`src/rtl/game_pkg.sv`:
```
// Shared definitions for the button front end and the game cores:
// controller states, game_mode codes, and default hold times for a 9 MHz CLK_PIX.
package game_pkg;

    typedef enum logic [2:0] {
        IDLE     = 3'd0,
        S1_DOWN  = 3'd1,
        S2_DOWN  = 3'd2,
        COMBO    = 3'd3,
        WAIT_REL = 3'd4
    } state_e;

    localparam logic [1:0] GAME_PONG   = 2'd0;
    localparam logic [1:0] GAME_SNAKE  = 2'd1;
    localparam logic [1:0] GAME_FLAPPY = 2'd2;
    localparam logic [1:0] GAME_PACMAN = 2'd3;

    localparam int NUM_GAMES = 4;

    // 2 s and 1 s at 9 MHz
    localparam int COMBO_HOLD_CYC_DEF = 18_000_000;
    localparam int LONG_PRESS_CYC_DEF = 9_000_000;

    // Advance to the next game, wrapping from the last one back to Pong.
    function automatic logic [1:0] next_mode(input logic [1:0] mode);
        if (int'(mode) == NUM_GAMES - 1) begin
            return GAME_PONG;
        end
        return mode + 2'd1;
    endfunction

    // One-hot enable vector for the game cores.
    function automatic logic [NUM_GAMES-1:0] mode_onehot(input logic [1:0] mode);
        logic [NUM_GAMES-1:0] oh;
        oh       = '0;
        oh[mode] = 1'b1;
        return oh;
    endfunction

endpackage

```
`src/rtl/input_mode_ctrl_if.sv`:
```
// Bundle between the debouncers / game cores and input_mode_ctrl.
// master = the side that owns the buttons and consumes the controller outputs,
// slave  = the controller itself.
interface input_mode_ctrl_if;

    logic       btn_s1;
    logic       btn_s2;
    logic       s1_level;
    logic       s2_level;
    logic       s1_tap;
    logic       s2_tap;
    logic       game_reset;
    logic       mode_change;
    logic [1:0] game_mode;
    logic [3:0] game_active;
    logic [5:0] led;

    modport master (
        output btn_s1, btn_s2,
        input  s1_level, s2_level, s1_tap, s2_tap,
        input  game_reset, mode_change, game_mode, game_active, led
    );

    modport slave (
        input  btn_s1, btn_s2,
        output s1_level, s2_level, s1_tap, s2_tap,
        output game_reset, mode_change, game_mode, game_active, led
    );

endinterface

```
`src/rtl/input_mode_ctrl.sv`:
```
// Two-button input controller: turns debounced S1/S2 levels into per-game
// button levels, tap pulses, a long-press restart and a two-button mode switch.
// Optional build macro COMBO_PROGRESS_EN: show combo-hold progress as a
// thermometer on led[5:2] while both buttons are held.
//
// state    | meaning
// ---------+--------------------------------------------------------------
// IDLE     | no button held
// S1_DOWN  | S1 alone held, counting towards long-press restart
// S2_DOWN  | S2 alone held
// COMBO    | both held, counting towards a mode advance
// WAIT_REL | action done or aborted, waiting until both buttons are released
module input_mode_ctrl
    import game_pkg::*;
#(
    parameter int COMBO_HOLD_CYC = COMBO_HOLD_CYC_DEF,
    parameter int LONG_PRESS_CYC = LONG_PRESS_CYC_DEF
) (
    input  logic                CLK_PIX,
    input  logic                sys_rst_n,
    input_mode_ctrl_if.slave    bus
);

    localparam int CW = $clog2(COMBO_HOLD_CYC + 1);

    // The count is compared one step early so the action fires on the edge
    // where cnt would reach its terminal value (N-th held cycle).
    localparam logic [CW-1:0] LONG_LAST  = CW'(LONG_PRESS_CYC - 2);
    localparam logic [CW-1:0] COMBO_LAST = CW'(COMBO_HOLD_CYC - 2);

`ifdef COMBO_PROGRESS_EN
    localparam logic [CW-1:0] QTR_1 = CW'(COMBO_HOLD_CYC / 4);
    localparam logic [CW-1:0] QTR_2 = CW'(COMBO_HOLD_CYC / 2);
    localparam logic [CW-1:0] QTR_3 = CW'((3 * COMBO_HOLD_CYC) / 4);
    localparam logic [CW-1:0] QTR_4 = CW'(COMBO_HOLD_CYC - 1);
    logic [3:0] prog_d;
`endif

    state_e               state_q, state_d;
    logic [CW-1:0]        cnt_q, cnt_d;
    logic [1:0]           mode_q, mode_d;
    logic [NUM_GAMES-1:0] active_q, active_d;
    logic [5:0]           led_q, led_d;
    logic                 s1_level_q, s1_level_d;
    logic                 s2_level_q, s2_level_d;
    logic                 s1_tap_q, s1_tap_d;
    logic                 s2_tap_q, s2_tap_d;
    logic                 game_reset_q, game_reset_d;
    logic                 mode_change_q, mode_change_d;

    logic s1, s2;
    assign s1 = bus.btn_s1;
    assign s2 = bus.btn_s2;

    // Next state, shared counter, mode and the registered-output values.
    always_comb begin
        state_d       = state_q;
        cnt_d         = cnt_q;
        mode_d        = mode_q;
        s1_tap_d      = 1'b0;
        s2_tap_d      = 1'b0;
        game_reset_d  = 1'b0;
        mode_change_d = 1'b0;

        case (state_q)
            IDLE: begin
                if (s1 && s2) begin
                    state_d = COMBO;
                end else if (s1) begin
                    state_d = S1_DOWN;
                end else if (s2) begin
                    state_d = S2_DOWN;
                end
            end
            S1_DOWN: begin
                if (!s1) begin
                    s1_tap_d = 1'b1;
                    state_d  = IDLE;
                end else if (s2) begin
                    state_d = COMBO;
                end else if (cnt_q == LONG_LAST) begin
                    game_reset_d = 1'b1;
                    state_d      = WAIT_REL;
                end else begin
                    cnt_d = cnt_q + CW'(1);
                end
            end
            S2_DOWN: begin
                if (!s2) begin
                    s2_tap_d = 1'b1;
                    state_d  = IDLE;
                end else if (s1) begin
                    state_d = COMBO;
                end
            end
            COMBO: begin
                if (!s1 || !s2) begin
                    state_d = WAIT_REL;
                end else if (cnt_q == COMBO_LAST) begin
                    mode_d        = next_mode(mode_q);
                    mode_change_d = 1'b1;
                    game_reset_d  = 1'b1;
                    state_d       = WAIT_REL;
                end else begin
                    cnt_d = cnt_q + CW'(1);
                end
            end
            WAIT_REL: begin
                if (!s1 && !s2) begin
                    state_d = IDLE;
                end
            end
            default: begin
                state_d = IDLE;
            end
        endcase

        if (state_d != state_q) begin
            cnt_d = '0;
        end

        s1_level_d = (state_d == S1_DOWN);
        s2_level_d = (state_d == S2_DOWN);
        active_d   = mode_onehot(mode_d);

`ifdef COMBO_PROGRESS_EN
        prog_d = 4'b0000;
        if (state_d == COMBO) begin
            prog_d = {cnt_d >= QTR_4, cnt_d >= QTR_3, cnt_d >= QTR_2, cnt_d >= QTR_1};
        end
        led_d = {prog_d, mode_d};
`else
        led_d = {4'b0000, mode_d};
`endif
    end

    // State, counter and all outputs registered; async active-low reset.
    always_ff @(posedge CLK_PIX or negedge sys_rst_n) begin
        if (!sys_rst_n) begin
            state_q       <= IDLE;
            cnt_q         <= '0;
            mode_q        <= GAME_PONG;
            active_q      <= mode_onehot(GAME_PONG);
            led_q         <= 6'b000000;
            s1_level_q    <= 1'b0;
            s2_level_q    <= 1'b0;
            s1_tap_q      <= 1'b0;
            s2_tap_q      <= 1'b0;
            game_reset_q  <= 1'b0;
            mode_change_q <= 1'b0;
        end else begin
            state_q       <= state_d;
            cnt_q         <= cnt_d;
            mode_q        <= mode_d;
            active_q      <= active_d;
            led_q         <= led_d;
            s1_level_q    <= s1_level_d;
            s2_level_q    <= s2_level_d;
            s1_tap_q      <= s1_tap_d;
            s2_tap_q      <= s2_tap_d;
            game_reset_q  <= game_reset_d;
            mode_change_q <= mode_change_d;
        end
    end

    assign bus.s1_level    = s1_level_q;
    assign bus.s2_level    = s2_level_q;
    assign bus.s1_tap      = s1_tap_q;
    assign bus.s2_tap      = s2_tap_q;
    assign bus.game_reset  = game_reset_q;
    assign bus.mode_change = mode_change_q;
    assign bus.game_mode   = mode_q;
    assign bus.game_active = active_q;
    assign bus.led         = led_q;

endmodule

```
`src/flat_wrapper.sv`:
```
// flat-port wrapper written by rule: the top's interface ports become plain ports
module input_mode_ctrl_flat import game_pkg::*;
#(
    parameter int COMBO_HOLD_CYC = COMBO_HOLD_CYC_DEF,
    parameter int LONG_PRESS_CYC = LONG_PRESS_CYC_DEF
)
  (CLK_PIX, sys_rst_n, bus_btn_s1, bus_btn_s2, bus_s1_level, bus_s2_level, bus_s1_tap, bus_s2_tap, bus_game_reset, bus_mode_change, bus_game_mode, bus_game_active, bus_led);
  input_mode_ctrl_if bus_i ();
  input  logic CLK_PIX;
  input  logic sys_rst_n;
  input wire logic [$bits(bus_i.btn_s1)-1:0] bus_btn_s1;
  input wire logic [$bits(bus_i.btn_s2)-1:0] bus_btn_s2;
  output wire logic [$bits(bus_i.s1_level)-1:0] bus_s1_level;
  output wire logic [$bits(bus_i.s2_level)-1:0] bus_s2_level;
  output wire logic [$bits(bus_i.s1_tap)-1:0] bus_s1_tap;
  output wire logic [$bits(bus_i.s2_tap)-1:0] bus_s2_tap;
  output wire logic [$bits(bus_i.game_reset)-1:0] bus_game_reset;
  output wire logic [$bits(bus_i.mode_change)-1:0] bus_mode_change;
  output wire logic [$bits(bus_i.game_mode)-1:0] bus_game_mode;
  output wire logic [$bits(bus_i.game_active)-1:0] bus_game_active;
  output wire logic [$bits(bus_i.led)-1:0] bus_led;
  assign bus_i.btn_s1 = bus_btn_s1;
  assign bus_i.btn_s2 = bus_btn_s2;
  assign bus_s1_level = bus_i.s1_level;
  assign bus_s2_level = bus_i.s2_level;
  assign bus_s1_tap = bus_i.s1_tap;
  assign bus_s2_tap = bus_i.s2_tap;
  assign bus_game_reset = bus_i.game_reset;
  assign bus_mode_change = bus_i.mode_change;
  assign bus_game_mode = bus_i.game_mode;
  assign bus_game_active = bus_i.game_active;
  assign bus_led = bus_i.led;
  input_mode_ctrl #(.COMBO_HOLD_CYC(COMBO_HOLD_CYC), .LONG_PRESS_CYC(LONG_PRESS_CYC)) u_core (.CLK_PIX(CLK_PIX), .sys_rst_n(sys_rst_n), .bus(bus_i));
endmodule
```
`config.mk`:
```
export PLATFORM = sky130hd
export DESIGN_NAME = input_mode_ctrl_flat
export DESIGN_NICKNAME = d
export VERILOG_FILES = /design/src/rtl/game_pkg.sv /design/src/rtl/input_mode_ctrl_if.sv /design/src/rtl/input_mode_ctrl.sv /design/src/flat_wrapper.sv
export SDC_FILE = /design/constraint.sdc
export NUM_CORES = 1
export LEC_CHECK = 0
export BUFFER_PORTS_ARGS = -buffer_cell sky130_fd_sc_hd__buf_2
export CAP_MARGIN = 10
export CORE_MARGIN = 2
export CORE_UTILIZATION = 35
export CTS_CLUSTER_DIAMETER = 100
export DETAILED_ROUTE_END_ITERATION = 6
export GPL_ROUTABILITY_DRIVEN = 0
export MAX_ROUTING_LAYER = met4
export SYNTH_ARGS = -nofsm -noshare
export SYNTH_HDL_FRONTEND = slang
export SYNTH_SLANG_ARGS = --single-unit
```
`constraint.sdc`:
```
create_clock -name CLK_PIX -period 6.7 [get_ports CLK_PIX]
set_clock_uncertainty 0.05 [all_clocks]
set_input_delay 1.34 -clock CLK_PIX [delete_from_list [all_inputs] [get_ports CLK_PIX]]
set_output_delay 1.34 -clock CLK_PIX [all_outputs]
set_load 0.05 [all_outputs]
```
==> results_dict.tcl <==
set metrics [dict create \
    syn-mean-instance-area_sq_um 9.171 \
    arrival_ns 3.49 \
    dieWidth_microns 88.11 \
    rr_startpoint "u_core.cnt_q[0]" \
    postCtsSetupRepairBufs 0 \
    antenna_cells 0 \
    p_clk_frac 0.392 \
    drt-initial-drc-count 155 \
    design.core.area_sq_um 6832 \
    portBuffers 17 \
    ys_types 53 \
    syn_area_sq_um 2476 \
    yosysWarningCount 0 \
    slew_headroom 0.3141 \
    post_cts_resized 0 \
    hp-start "u_core.cnt_q[22]" \
    startpoint "bus_btn_s2" \
    grt_overflow 0 \
    crit_required_ns 6.86 \
    p_sw_mw 0.1465 \
    synth_edf_count 0 \
    syn_to_final_growth_pct 9.753 \
    grt.total_usage 0.1570 \
    grt_pass1_wl_mm 9.356 \
    pwr-share-seq 0.487 \
    synthCells 270 \
    antenna_found_initial 0 \
    cts-root-buf "clkbuf_8" \
    rsz0062_at_grt "no" \
    netSwitchingFraction 0.2815 \
    period_share 0.4959 \
    cts_buffers 5 \
    ys_seq_area_frac 0.4047 \
    clockBufferDepth 2 \
    drv_cap 0 \
    wl_per_cell_microns 14.26 \
    dr.pass1.iters 4 \
    path_clk_slew_ns 0.09 \
    power_density_nw_per_um2 191.5 \
    cts_num_sinks 40 \
    ys_ff_latch 40 \
    ir_drop_mv 0.1121 \
    fin_crit_ns 3.322 \
    p_int_mw 0.3739 \
    drc_errors 0 \
    pwr-share-comb 0.120 \
    grt_pass1_vias 1887 \
    status "completed" \
    p_leak_nw 1.108 \
    drv_slew 0 \
    fmax_mhz 301.0 \
    critPathLaunchType "input port" \
    path_max_fanout 12 \
    io_pins 22 \
    critical_path_class "input port to flop" \
    vias 2032 \
    nets 286 \
    stdcell_count 376 \
    wirelength_mm 5.361 \
    postSynth.asyncResetShare 1.000 \
    cts_tree "built" \
    post-dp-hpwl_mm 3.641 \
    vias_per_cell 5.404 \
    die_h_microns 88.11 \
    dieArea_sq_um 7763 \
    insertion_delay_ns 0.30 \
    drive_above_1_share 0.1357 \
    tightest_slew_ns 1.019 \
    finalSetupViolCount 0 \
    rows 30 \
    ctsHoldBuffers 0 \
    grt_max_degree 41 \
    cp-end-kind "flop" \
    htree_num_levels 2 \
    dp_cells 367 \
    hold_violations 0 \
    synth_flop_cell "dfrtp_1" \
    min_path_type "flop to flop" \
    antenna_left 0 \
    tns_ns 0 \
    start_util 0.3625 \
    holdWs_ns 0.5228 \
]
[stage by stage]
step	setup slack, ns	power (mW)	area, sq um	utilization
CTS	3.067	0.5271	2706	0.3962
detailed placement	2.765	0.3206	2591	0.3793
floorplan	3.764	0.3036	2487	-
global route	3.101	0.5449	2718	0.3978
finish	3.378	0.5203	2718	0.3978
global placement	2.893	0.3203	2591	0.3793
[routing by layer]
metal,track usage,vias to the layer above,wire (microns)
li1,-,1021,-
met1,0.2154,979,2677
met2,0.2376,30,2479
met3,0.03393,2,170
met4,0.03719,0,34
met5,-,-,0
[final timing paths]
check                                     to  slack [ns]  cells after the start
max                          u_core.cnt_q[0]        3.38                      7
min                         u_core.cnt_q[22]        0.52                      2
max reg2reg                 u_core.cnt_q[21]        3.49                      8
min reg2reg                 u_core.cnt_q[22]        0.52                      2
max in group asynchronous   u_core.cnt_q[22]        4.92                      1
min in group asynchronous  u_core.bus.s1_tap        1.11                      1
[sequential cells by signal (all words and copies together), names as in the netlist]
signal / count
u_core.bus.game_reset: 1
u_core.bus.s2_level: 1
u_core.bus.mode_change: 1
u_core.bus.s1_level: 1
u_core.bus.game_active: 4
u_core.bus.s1_tap: 1
u_core.bus.led: 2
u_core.state_q: 3
u_core.cnt_q: 25
u_core.bus.s2_tap: 1
[Yosys cell counts (2+ instances only)]
cell type / number / area share
xor2_1: 11 / 0.039
ha_1: 3 / 0.015
buf_6: 2 / 0.0091
nor2_1: 23 / 0.035
buf_4: 6 / 0.018
nand2_1: 9 / 0.014
nand4_1: 5 / 0.013
nor4bb_1: 2 / 0.0081
or2_2: 2 / 0.0051
a21oi_1: 20 / 0.040
o21ai_0: 6 / 0.012
nor2b_1: 3 / 0.0076
nand2b_1: 2 / 0.0051
and4_1: 4 / 0.014
and3_1: 7 / 0.018
nor4b_1: 2 / 0.0071
nand3b_1: 3 / 0.0091
a21o_1: 8 / 0.024
nand3_1: 15 / 0.030
or3_1: 3 / 0.0076
o41ai_2: 2 / 0.013
nor3_1: 6 / 0.012
o31ai_1: 2 / 0.0061
clkbuf_1: 9 / 0.014
buf_2: 4 / 0.0081
nor3b_1: 2 / 0.0061
nor4_1: 4 / 0.010
mux2i_1: 5 / 0.020
and2_1: 3 / 0.0076
dfrtp_1: 39 / 0.39
o211ai_1: 21 / 0.064
a21boi_0: 2 / 0.0061
inv_1: 8 / 0.012
o21ai_1: 3 / 0.0061
o2111ai_1: 6 / 0.021
[area by class of cell]
cell class,count,area [sq um]
clock buffer,5,68.82
tap,96,120.1
clock inverter,3,46.29
multi-input combinational,203,1330
timing repair buffer,20,111.4
inverter,9,38.79
fill,700,4114
sequential,40,1002
[power groups by stage]
stage	Sequential, mW	Clock (mW)	Combinational [mW]
2_1_floorplan	0.264	0	0.0399
3_3_place_gp	0.258	0	0.0621
3_5_place_dp	0.258	0	0.0624
4_1_cts	0.253	0.211	0.0626
5_1_grt	0.255	0.221	0.0686
6_report	0.254	0.204	0.0626
[worst max-delay path: stages]
cell      delay, ns
buf_2          0.16
nor2_1         0.18
xnor2_1        0.09
o311ai_1       0.75
o21ai_1        0.45
buf_4          0.32
nor3b_1        0.19
[placed cells by master, fill, tap and decap left out, types with 3 or more instances in the layout]
master,synthesis,layout
nand3_1,15,15
nor4_1,4,4
dfrtp_1,39,39
ha_1,3,3
xor2_1,11,11
nand2_1,9,9
a21oi_1,20,20
buf_2,4,17
and2_1,3,3
o2111ai_1,6,6
and4_1,4,4
and3_1,7,7
nand3b_1,3,3
clkbuf_8,0,5
inv_1,8,8
conb_1,1,4
nor2b_1,3,3
o211ai_1,21,21
or3_1,3,3
nor3_1,6,5
nand4_1,5,5
a21o_1,8,8
nor2_1,23,23
mux2i_1,5,5
o21ai_1,3,3
o21ai_0,6,6
[cells by family (layout without fill, tap and decap cells)]
| kind of cell | count (synthesis) | count (layout) | share of synthesized area |
|---|---|---|---|
| fa+ha+maj | 3 | 3 | 0.01516 |
| xor+xnor | 12 | 12 | 0.04245 |
| simple gates | 101 | 101 | 0.2319 |
| mux | 5 | 5 | 0.02021 |
| buf+inv | 30 | 37 | 0.06468 |
| flops | 40 | 40 | 0.4048 |
| other cells | 1 | 4 | 0.001514 |
| compound gates | 78 | 78 | 0.2193 |
Note: power is estimated with default switching activity, not from simulation.
